**src/rtl/div_unit_pkg.sv**
```systemverilog
// div_unit shared defines: bus widths, FSM state encodings
// and handshake constants for the iterative divider.
package div_unit_pkg;

    localparam int RegBus = 32;
    localparam logic [RegBus-1:0] ZeroWord = 32'h0000_0000;

    localparam logic DivResultReady = 1'b1;
    localparam logic DivResultNotReady = 1'b0;
    localparam logic DivStart = 1'b1;
    localparam logic DivStop = 1'b0;

    typedef enum logic [1:0] {
        DivFree   = 2'b00,
        DivByZero = 2'b01,
        DivOn     = 2'b10,
        DivEnd    = 2'b11
    } div_state_t;

endpackage

```
**src/rtl/div_unit.sv**
```systemverilog
// div_unit: 32-cycle radix-2 restoring divider for DIV/DIVU.
// Signed support compiled in only with macro DIV_UNIT_SIGNED_EN.
module div_unit
    import div_unit_pkg::*;
(
    input  logic              clk,
    input  logic              rst,
    input  logic              signed_div_i,
    input  logic [RegBus-1:0] opdata1_i,
    input  logic [RegBus-1:0] opdata2_i,
    input  logic              start_i,
    input  logic              annul_i,
    output logic [63:0]       result_o,
    output logic              ready_o
);

    div_state_t state;
    logic [5:0] cnt;
    logic [RegBus-1:0] quo;
    logic [RegBus-1:0] rem;
    logic [RegBus-1:0] dvs;

    logic [RegBus:0] shifted;
    logic [RegBus+1:0] trial;
    logic [RegBus-1:0] mag1;
    logic [RegBus-1:0] mag2;
    logic [RegBus-1:0] q_fix;
    logic [RegBus-1:0] r_fix;
    logic [1:0] unused_bits;

    // Shift in the next dividend bit and try subtracting the divisor.
    always_comb begin
        shifted = {rem, quo[RegBus-1]};
        trial = {1'b0, shifted} - {2'b00, dvs};
    end

    // The shifted partial remainder never exceeds 33 bits' worth.
    assign unused_bits = {trial[RegBus], shifted[RegBus]};

`ifdef DIV_UNIT_SIGNED_EN
    logic neg_q;
    logic neg_r;

    assign mag1 = (signed_div_i && opdata1_i[RegBus-1])
                ? (~opdata1_i + 32'd1) : opdata1_i;
    assign mag2 = (signed_div_i && opdata2_i[RegBus-1])
                ? (~opdata2_i + 32'd1) : opdata2_i;
    assign q_fix = neg_q ? (~quo + 32'd1) : quo;
    assign r_fix = neg_r ? (~rem + 32'd1) : rem;

    // Remember which results need negating once iteration ends.
    always_ff @(posedge clk) begin
        if (!rst) begin
            neg_q <= 1'b0;
            neg_r <= 1'b0;
        end else if (state == DivFree && start_i == DivStart
                     && !annul_i) begin
            neg_q <= signed_div_i
                   & (opdata1_i[RegBus-1] ^ opdata2_i[RegBus-1]);
            neg_r <= signed_div_i & opdata1_i[RegBus-1];
        end
    end
`else
    logic unused_sign;

    assign unused_sign = signed_div_i;
    assign mag1 = opdata1_i;
    assign mag2 = opdata2_i;
    assign q_fix = quo;
    assign r_fix = rem;
`endif

    // Control FSM with registered ready/result.
    always_ff @(posedge clk) begin
        if (!rst) begin
            state <= DivFree;
            cnt <= 6'd0;
            quo <= ZeroWord;
            rem <= ZeroWord;
            dvs <= ZeroWord;
            ready_o <= DivResultNotReady;
            result_o <= {ZeroWord, ZeroWord};
        end else begin
            unique case (state)
                DivFree: begin
                    ready_o <= DivResultNotReady;
                    result_o <= {ZeroWord, ZeroWord};
                    if (start_i == DivStart && !annul_i) begin
                        if (opdata2_i == ZeroWord) begin
                            state <= DivByZero;
                        end else begin
                            state <= DivOn;
                            cnt <= 6'd0;
                            quo <= mag1;
                            rem <= ZeroWord;
                            dvs <= mag2;
                        end
                    end
                end
                DivByZero: begin
                    state <= DivEnd;
                    ready_o <= DivResultReady;
                    result_o <= {ZeroWord, ZeroWord};
                end
                DivOn: begin
                    if (annul_i) begin
                        state <= DivFree;
                    end else if (cnt == 6'd32) begin
                        state <= DivEnd;
                        ready_o <= DivResultReady;
                        result_o <= {r_fix, q_fix};
                    end else begin
                        cnt <= cnt + 6'd1;
                        if (!trial[RegBus+1]) begin
                            rem <= trial[RegBus-1:0];
                            quo <= {quo[RegBus-2:0], 1'b1};
                        end else begin
                            rem <= shifted[RegBus-1:0];
                            quo <= {quo[RegBus-2:0], 1'b0};
                        end
                    end
                end
                DivEnd: begin
                    if (start_i == DivStop) begin
                        state <= DivFree;
                        ready_o <= DivResultNotReady;
                        result_o <= {ZeroWord, ZeroWord};
                    end
                end
                default: state <= DivFree;
            endcase
        end
    end

endmodule
```
**config.mk**
```make
export PLATFORM = sky130hd
export DESIGN_NAME = div_unit
export DESIGN_NICKNAME = d
export VERILOG_FILES = /design/src/rtl/div_unit_pkg.sv /design/src/rtl/div_unit.sv
export SDC_FILE = /design/constraint.sdc
export NUM_CORES = 1
export LEC_CHECK = 0
export CORE_MARGIN = 8
export CORE_UTILIZATION = 32
export CTS_BUF_LIST = sky130_fd_sc_hd__clkbuf_8
export DETAILED_ROUTE_END_ITERATION = 6
export HOLD_SLACK_MARGIN = 0.06
export SLEW_MARGIN = 20
export SYNTH_ARGS = -nofsm -noshare
export SYNTH_HDL_FRONTEND = slang
export SYNTH_SLANG_ARGS = --single-unit
```
**constraint.sdc**
```tcl
create_clock -name clk -period 2.75 [get_ports clk]
set_clock_uncertainty 0.15 [all_clocks]
set_input_delay 0.55 -clock clk [delete_from_list [all_inputs] [get_ports clk]]
set_output_delay 0.55 -clock clk [all_outputs]
set_load 0.03 [all_outputs]
```
* Yosys cells after proc, flatten, opt, wreduce, memory -nomap -nowiden
Index checks and enable logic that the tools add are counted.
** Word-level totals
- Register bits after elaboration :: 169
- Word-level logic and storage cells :: 62
- Output and inout bits :: 65
** Operators by class
- Reduce and logical (&&, ||, !) cells :: 10
- Equality and inequality tests :: 11
- Bitwise gates (word level) :: 1
- $add $sub $neg :: 2
- Mux-type cells :: 31
** Operator list (number)
- 2-to-1 mux 32 bit :: 9
- 2-to-1 mux 64 bit :: 3
- case mux 64 bit (3 select lines) :: 1
- case mux 32 bit (2 select lines) :: 2
- subtractor 33 x 32 -> 34 bit :: 1
- zero test 32 bit :: 1
- 2-to-1 mux 6 bit :: 4
- != test 2 bit, second input constant :: 6
- case mux 6 bit (2 select lines) :: 1
- 2-to-1 mux 2 bit :: 5
- AND reduction 3 bit :: 3
- case mux 2 bit (4 select lines) :: 1
- adder 6 x 1 -> 6 bit, second input constant :: 1
- == test 6 bit, second input constant :: 1
- AND reduction 5 bit :: 1
- == test 2 bit, second input constant :: 2
- 2-to-1 mux 1 bit :: 4
- case mux 1 bit (4 select lines) :: 1
- != test 3 bit, second input constant :: 1
- == test 2 x 1 -> 1 bit, second input constant :: 1
- zero test 2 bit :: 1
- nonzero test 2 bit :: 1
- OR reduction 2 bit :: 1
- logical AND 1 bit :: 1
- 2 further kinds :: 2

* Depth between registers and ports, before layout
Gate-level depths: netlist of the first run.
- Word-level depth :: 5
- Mapped depth :: 13
- Gate-level depth less buffers :: 12

* Least setup slack after synthesis of the first run
Ideal clock, no wire load.
- Kind :: flip-flop to flip-flop
- Start :: register dvs[26]
- End :: register rem[14], in the netlist r_fix[14]
- Arrival time :: 2.343 ns
- Stages on the path, launching flop included :: 13
- Setup time :: 0.128 ns
- Path buffers :: 2
- Data required time :: 2.472 ns
- Clock period less this slack :: 2.621 ns
- Setup slack :: 0.129 ns
- Cell sequence :: dfxtp_1 > inv_1 > ha_1 > a21o_1 > a21o_1 > a21oi_2 > nor2_1 > a2111oi_4 > and2_1 > buf_6 > buf_6 > mux2i_1 > o21ai_1
** Between the ends
- Word-level cells in the longest chain between the ends :: 5
** Ends and longest elaborated chain
- from (decl) :: RTL line div_unit.sv:21 : logic [RegBus-1:0] dvs;
- from (signal assigned) :: RTL line div_unit.sv:80 : dvs <= ZeroWord;
- from (signal assigned) :: RTL line div_unit.sv:96 : dvs <= mag2;
- subtractor 33 x 32 -> 34 bit :: RTL line div_unit.sv:34 : trial = {1'b0, shifted} - {2'b00, dvs};
- 2-to-1 mux 32 bit :: RTL line div_unit.sv:114 : if (!trial[RegBus+1]) begin
- 2-to-1 mux 32 bit :: RTL line div_unit.sv:108 : end else if (cnt == 6'd32) begin
- 2-to-1 mux 32 bit :: RTL line div_unit.sv:106 : if (annul_i) begin
- case mux 32 bit (2 select lines) :: RTL line div_unit.sv:84 : unique case (state)
- to (signal assigned) :: RTL line div_unit.sv:95 : rem <= ZeroWord;
- to (signal assigned) :: RTL line div_unit.sv:115 : rem <= trial[RegBus-1:0];
- to (signal assigned) :: RTL line div_unit.sv:118 : rem <= shifted[RegBus-1:0];
- to (decl) :: RTL line div_unit.sv:20 : logic [RegBus-1:0] rem;
No other way between the ends. The select of a mux whose other input is x is not followed.
A chain may end at the register's enable or synchronous reset.

* Worst setup path in the final report of the first run
- Start :: register dvs[26]
- End :: register quo[0], in the netlist q_fix[0]
** Between the ends
- Word-level cells in the longest chain between the ends :: 5
** Ends and longest elaborated chain
- subtractor 33 x 32 -> 34 bit :: RTL line div_unit.sv:34
- 2-to-1 mux 1 bit :: RTL line div_unit.sv:114
- 2-to-1 mux 32 bit :: RTL line div_unit.sv:108
- 2-to-1 mux 32 bit :: RTL line div_unit.sv:106
- case mux 32 bit (2 select lines) :: RTL line div_unit.sv:84
- to (signal assigned) :: RTL line div_unit.sv:94 : quo <= mag1;
- to (signal assigned) :: RTL line div_unit.sv:116 : quo <= {quo[RegBus-2:0], 1'b1};
- to (signal assigned) :: RTL line div_unit.sv:119 : quo <= {quo[RegBus-2:0], 1'b0};
- to (decl) :: RTL line div_unit.sv:19 : logic [RegBus-1:0] quo;
No other way between the ends. The select of a mux whose other input is x is not followed.

==> results of run 1 <==
[cell type report]
class,instances,share of cell area
Tap cell,341,0.0374
Clock buffer,17,0.0205
Sequential cell,169,0.297
Inverter,45,0.0148
Clock inverter,15,0.0150
Timing Repair Buffer,223,0.188
Multi-Input combinational cell,674,0.427
[through the flow]
step,instances,util,area [um2],setup TNS (ns),worst slack [ns]
6_report,1484,0.428,11400,0,0.0927
5_1_grt,1484,0.428,11400,-0.0974,-0.0243
4_1_cts,1480,0.424,11300,0,0.0255
3_5_place_dp,1448,0.408,10900,-30.74,-0.496
3_3_place_gp,1448,0.408,10900,-31.91,-0.511
2_1_floorplan,950,-,8610,0,0.129
[flip-flops by register name, summed over array words and instances (netlist names)]
signal	count
dvs	32
ready_o	1
cnt	6
q_fix	32
result_o	64
state	2
r_fix	32
[worst min path at each step]
| stage | start | endpoint | depth (start not counted) |
|---|---|---|---|
| floorplan | r_fix[17]$_SDFFE_PN0P_ | r_fix[17]$_SDFFE_PN0P_ | 2 |
| global placement | r_fix[8]$_SDFFE_PN0P_ | r_fix[8]$_SDFFE_PN0P_ | 2 |
| detailed placement | r_fix[9]$_SDFFE_PN0P_ | r_fix[9]$_SDFFE_PN0P_ | 2 |
| CTS | rst | result_o[62]$_SDFFE_PN0P_ | 2 |
| global route | rst | result_o[62]$_SDFFE_PN0P_ | 2 |
| finish | rst | result_o[56]$_SDFFE_PN0P_ | 2 |
[per-layer routing]
layer,up-vias,wire [um],GRT usage
met5,-,9,0
met4,2,221,0.0337
met3,17,1680,0.0514
met2,157,10400,0.227
met1,3444,11300,0.181
li1,3755,-,-
[placed cells by master (no fill, tap or decap), types with 5 or more instances in the layout]
| cell type | netlist | routed |
|---|---|---|
| buf_12 | 1 | 10 |
| dfxtp_1 | 169 | 167 |
| xor2_1 | 15 | 15 |
| nor2_1 | 33 | 31 |
| nand2_1 | 72 | 71 |
| nor4_1 | 8 | 6 |
| a21oi_1 | 41 | 38 |
| a31oi_1 | 5 | 5 |
| o21ai_0 | 28 | 22 |
| clkbuf_8 | 0 | 17 |
| xnor2_1 | 15 | 15 |
| nor2b_1 | 103 | 102 |
| o211ai_1 | 8 | 8 |
| o21ai_1 | 27 | 32 |
| a22oi_1 | 64 | 64 |
| mux2i_1 | 78 | 78 |
| inv_1 | 45 | 45 |
| ha_1 | 38 | 37 |
| nand3_1 | 14 | 14 |
| o211a_1 | 31 | 31 |
| a21o_1 | 11 | 11 |
| clkdlybuf4s50_1 | 0 | 131 |
| a32oi_1 | 15 | 15 |
| nand4_1 | 11 | 11 |
| inv_8 | 0 | 5 |
| nand2b_1 | 7 | 6 |
| buf_4 | 1 | 79 |
[cells by family (layout without fill, tap and decap cells)]
kind of cell / Yosys count / in the layout
AO/OA/AOI/OAI: 257 / 257
XOR/XNOR: 30 / 30
adder cells (fa/ha/maj): 39 / 39
buffers and inverters: 107 / 300
flip-flops: 169 / 169
multiplexers: 78 / 78
AND/OR/NAND/NOR: 270 / 270
[power groups by stage]
stage	registers [mW]	clock network, mW	logic, mW
after floorplan	2.85	0	2.10
after global placement	2.88	0	2.96
after detailed placement	2.88	0	2.98
after CTS	2.83	1.87	3.01
after global routing	2.86	1.98	3.43
final	2.83	1.81	3.13
[repair_timing]
| action | in CTS | in global routing |
|---|---|---|
| setup endpoints to repair | 7 | 36 |
| gates cloned | 0 | 1 |
| setup buffers | 0 | 3 |
| pin swaps | 0 | 13 |
| endpoints found under the hold margin | 0 | 0 |
| gates resized for setup | 4 | 26 |
==> flow_summary.json, run 1 <==
{
  "status": "completed",
  "path_cells": "inv_1, ha_1, a21o_1, a21o_1, a21oi_2, nor2_2, a2111oi_4, and2_4, buf_6, a211oi_1, a31o_2",
  "synth_ff_type": "dfxtp_1",
  "cpMaxStageDelayCell": "dfxtp_2",
  "synth_top_area_cell": "dfxtp_1",
  "synth_xor_area_frac": 0.0305,
  "crit_fanout": 8,
  "tightest_slew_ns": 0.506,
  "synthCells": 950,
  "syn_nets": 1058,
  "final_antenna_net_count": 0,
  "drv_cap": 0,
  "drive_above_1_share": 0.137,
  "clkSlewWorstSetupHoldPaths_ns": 0.11,
  "max_slew_margin": 0.663,
  "synth_top_family_by_area": "compound AO/OA/AOI/OAI gates",
  "synthAdderAreaFrac": 0.0575,
  "drtIter0Drc": 353,
  "p_per_area_nw_per_um2": 680,
  "cts_hold_buffers": 0,
  "endpoint": "q_fix[0]$_SDFFE_PN0P_",
  "peakVddDrop_mv": 0.507,
  "hold_ws_ns": 0.283,
  "max_freq_mhz": 376,
  "grt_use_total": 0.142,
  "ys_seq_elements": 169,
  "antenna_found_initial": 1,
  "crit_path_max_incr_delay_ns": 0.35,
  "arrival_ns": 2.89,
  "grt_pass1_wl_um": 38300,
  "clockBufferDepth": 2,
  "multiInputGateArea_um2": 4880,
  "gr-total-overflow": 0,
  "start_util": 0.323,
  "cpMostUsedCell": "a21o_1",
  "cp_data_required_time_ns": 2.98,
  "rsz0062_at_grt": "yes",
  "synth_mux_area_frac": 0.0907,
  "gp_congestion": 0.837,
  "post-dp-hpwl_um": 17100,
  "synth.distinct_cells": 57,
  "numCtsBuffers": 17,
  "synth_seq_area_share": 0.393,
  "netlist.area_leader.share": 0.393,
  "io_pins": 134,
  "cts_tree": "yes",
  "internal_power_mw": 4.84,
  "synthTopCellsByCount": "169 x dfxtp_1, 103 x nor2b_1, 78 x mux2i_1, 72 x nand2_1, 64 x a22oi_1",
  "rows": 60,
  "diodes": 0,
  "clock-sinks": 169,
  "r2r_slack_ns": 0.09,
  "seqCellArea_um2": 3390,
  "fin_total_pwr_mw": 7.76,
  "reg2regPathDepth": 11,
  "htreeDepth": 4,
  "synth_area_leaders": "dfxtp_1 39%, mux2i_1 9.1%, nor2b_1 7.5%",
  "grt_pass1_vias": 7392,
  "die_y_um": 180,
  "reg2reg_from": "dvs[26]$_SDFFE_PN0P_",
  "pwr-share-clk": 0.233,
  "swShare": 0.377,
  "clkLatencyLatePin_ns": 0.48,
  "wirelength_um": 23700,
  "final_nets": 1238,
  "avgViaCountPerCell": 4.97,
  "yosys.area_share.simple": 0.165,
  "p_seq_frac": 0.364,
  "synth_compound_area_frac": 0.211,
  "cp-end-kind": "flop",
  "cp-start-kind": "flop",
  "p_comb_frac": 0.403,
  "synthMostInstantiatedCell": "dfxtp_1",
  "ys_warn_count": 0,
  "fill_cells": 2620,
  "async_flop_share": 0,
  "firstDrtPassIters": 4,
  "r2r_end": "q_fix[0]$_SDFFE_PN0P_",
  "core_area_um2": 26700,
  "hold_viol": 0,
  "crit_buf_inv": 2,
  "netlist_area_um2": 8610,
  "critPathKind": "flop to flop",
  "fin_crit_ns": 2.66,
  "p_sw_mw": 2.92,
  "hp-class": "input port to flop",
  "synth_edf_count": 0,
  "setup_violations": 0,
  "period_share": 0.966,
  "grt_max_degree": 125,
  "p_leak_nw": 4.75,
  "die_area_um2": 32400,
  "cts-root-buf": "clkbuf_8",
  "cp-startpoint": "dvs[26]$_SDFFE_PN0P_",
  "area_growth_pct": 32.6,
  "worst-path-stages": 11,
  "slew_violations": 0,
  "crit_family": "compound AO/OA/AOI/OAI gates",
  "die_x_um": 180,
  "avgSynthCellArea_um2": 9.06,
  "port_buffers": 132,
  "post-route-drc-count": 0,
  "dr_total_vias": 7375,
  "wl_per_cell_um": 15.9
}
(Power assumes the default switching activity.)
==> inputs of run 2 (changes only) <==
Settings changed: CAP_MARGIN set to 20, CORE_MARGIN 8 to 4, PLACE_DENSITY set to 0.61.
==> run 2 against run 1 <==
Effect of this change:
- via count up 0.27%
- largest cell class unchanged
- first-iteration DRC count up 32%
- critical path depth unchanged
- highest routed layer is now met4
- die area down 8.7%
- routed wire length shrank 0.92%
- clock power rose by 3%
- non-clock buffer count grew 1
- register-to-register slack improved by 0.06 ns
- sequential share of layout area shrank 0.070 points
- power rose by 0.72%
- worst setup slack better by 0.057 ns
- maximum frequency grew 2.2%
==> flow_summary.json, run 2 (same netlist as run 1, synthesis figures left out) <==
{
  "drive_above_1_share": 0.150,
  "cpMostUsedCell": "a21o_1",
  "dp_slack_ns": -0.359,
  "grt_max_degree": 85,
  "area_growth_pct": 33.1,
  "io_pins": 134,
  "hold_viol": 0,
  "start_util": 0.328,
  "wl_per_cell_um": 15.8,
  "tightest_slew_ns": 0.732,
  "core_area_um2": 26300,
  "diodes": 0,
  "clockBufferDepth": 2,
  "max_freq_mhz": 385,
  "cpMaxStageDelayCell": "dfxtp_1",
  "path_cells": "inv_1, ha_1, a21o_1, a21o_1, a21oi_2, nor2_1, a2111oi_4, and2_4, buf_12, a211oi_1, a31o_2",
  "wirelength_um": 23400,
  "clkLatencyLatePin_ns": 0.47,
  "rows": 59,
  "grt_pass1_vias": 7475,
  "fin_cells": 1479,
  "antenna_found_initial": 0,
  "numCtsBuffers": 17,
  "clock-sinks": 169,
  "crit_path_max_incr_delay_ns": 0.35,
  "p_per_area_nw_per_um2": 682,
  "period_share": 0.946,
  "max_slew_margin": 0.512,
  "largest_register_ffs": 64,
  "drtIter0Drc": 466,
  "fin_crit_ns": 2.60,
  "dr_total_vias": 7395,
  "arrival_ns": 2.82,
  "status": "completed",
  "hp-class": "flop to flop",
  "placed_cell_area_um2": 10800,
  "setup_violations": 0,
  "die_y_um": 172,
  "die_x_um": 172,
  "cts-root-buf": "clkbuf_8",
  "port_buffers": 132,
  "seqCellArea_um2": 3390,
  "grt_pass1_wl_um": 37700,
  "top_register": "result_o",
  "critPathKind": "flop to flop",
  "die_area_um2": 29600,
  "final_nets": 1239,
  "firstDrtPassIters": 7,
  "cp-start-kind": "flop",
  "p_leak_nw": 4.75,
  "slew_violations": 0,
  "crit_buf_inv": 2,
  "clkSlewWorstSetupHoldPaths_ns": 0.11,
  "mostFrequentLayoutCell": "dfxtp_1",
  "avgViaCountPerCell": 5.00,
  "post-route-drc-count": 0,
  "layout_common_cells": "163 x dfxtp_1, 131 x clkdlybuf4s50_1, 102 x nor2b_1",
  "htreeDepth": 4,
  "cp_data_required_time_ns": 2.97,
  "postLayoutCellArea_um2": 11500,
  "drv_cap": 0,
  "place_inst": 1444,
  "cp-end-kind": "flop",
  "post-dp-hpwl_um": 16500,
  "gp_congestion": 0.881,
  "gr-total-overflow": 0,
  "cts_hold_buffers": 0,
  "fill_cells": 2610,
  "peakVddDrop_mv": 0.558,
  "crit_fanout": 12,
  "crit_family": "compound AO/OA/AOI/OAI gates",
  "final_antenna_net_count": 0,
  "cts_tree": "yes",
  "grt_use_total": 0.157,
  "multiInputGateArea_um2": 4930,
  "fin_ws_ns": 0.149
}
run 2: routing by layer:
metal	GRT usage	routed length, um	vias up
met5	0	0	-
met1	0.201	10600	3450
li1	-	-	3747
met3	0.0535	1850	26
met4	0.0420	389	0
met2	0.253	10600	172
run 2: per-stage QoR:
| step | setup TNS, ns | power, mW | util | hold WS, ns |
|---|---|---|---|---|
| after floorplan | 0 | 4.95 | - | 0.307 |
| after global placement | -27.99 | 5.82 | 0.413 | 0.321 |
| after detailed placement | -25.99 | 5.85 | 0.413 | 0.331 |
| after CTS | -0.0224 | 7.76 | 0.429 | 0.315 |
| after global routing | -0.186 | 8.35 | 0.436 | 0.334 |
| final | 0 | 7.82 | 0.436 | 0.335 |
run 2: worst min-delay path, delay by kind of cell (launching register included):
kind	cells	cell delay, ns
compound gates	1	0.05
simple gates	1	0.05
flops	1	0.35
run 2: final cells by class:
class / count / area share
inverters: 45 / 0.0147
clock inverters: 15 / 0.0174
repair buffers: 224 / 0.184
multi-input cells: 674 / 0.431
clock buffers: 17 / 0.0204
well taps: 335 / 0.0366
flip-flops and latches: 169 / 0.296
run 2: what timing repair did:
item	CTS	global route
buffers inserted	0	2
pin swaps	1	14
gates resized for setup	1	37
setup endpoints to repair	13	32
hold endpoints to repair	0	0
gates cloned	0	1
run 2: power by group:
group          switching (mW)  internal (mW)
Clock                    1.15          0.714
Combinational            1.66           1.46
Sequential              0.162           2.67
Total                    2.98           4.84
run 2: worst paths after layout:
check,endpoint,from,slack [ns],cells after the start
setup / recovery,q_fix[0]$_SDFFE_PN0P_,dvs[26]$_SDFFE_PN0P_,0.15,11
hold / removal,r_fix[8]$_SDFFE_PN0P_,r_fix[8]$_SDFFE_PN0P_,0.34,2
setup reg to reg,q_fix[0]$_SDFFE_PN0P_,dvs[26]$_SDFFE_PN0P_,0.15,11
hold reg to reg,r_fix[8]$_SDFFE_PN0P_,r_fix[8]$_SDFFE_PN0P_,0.34,2
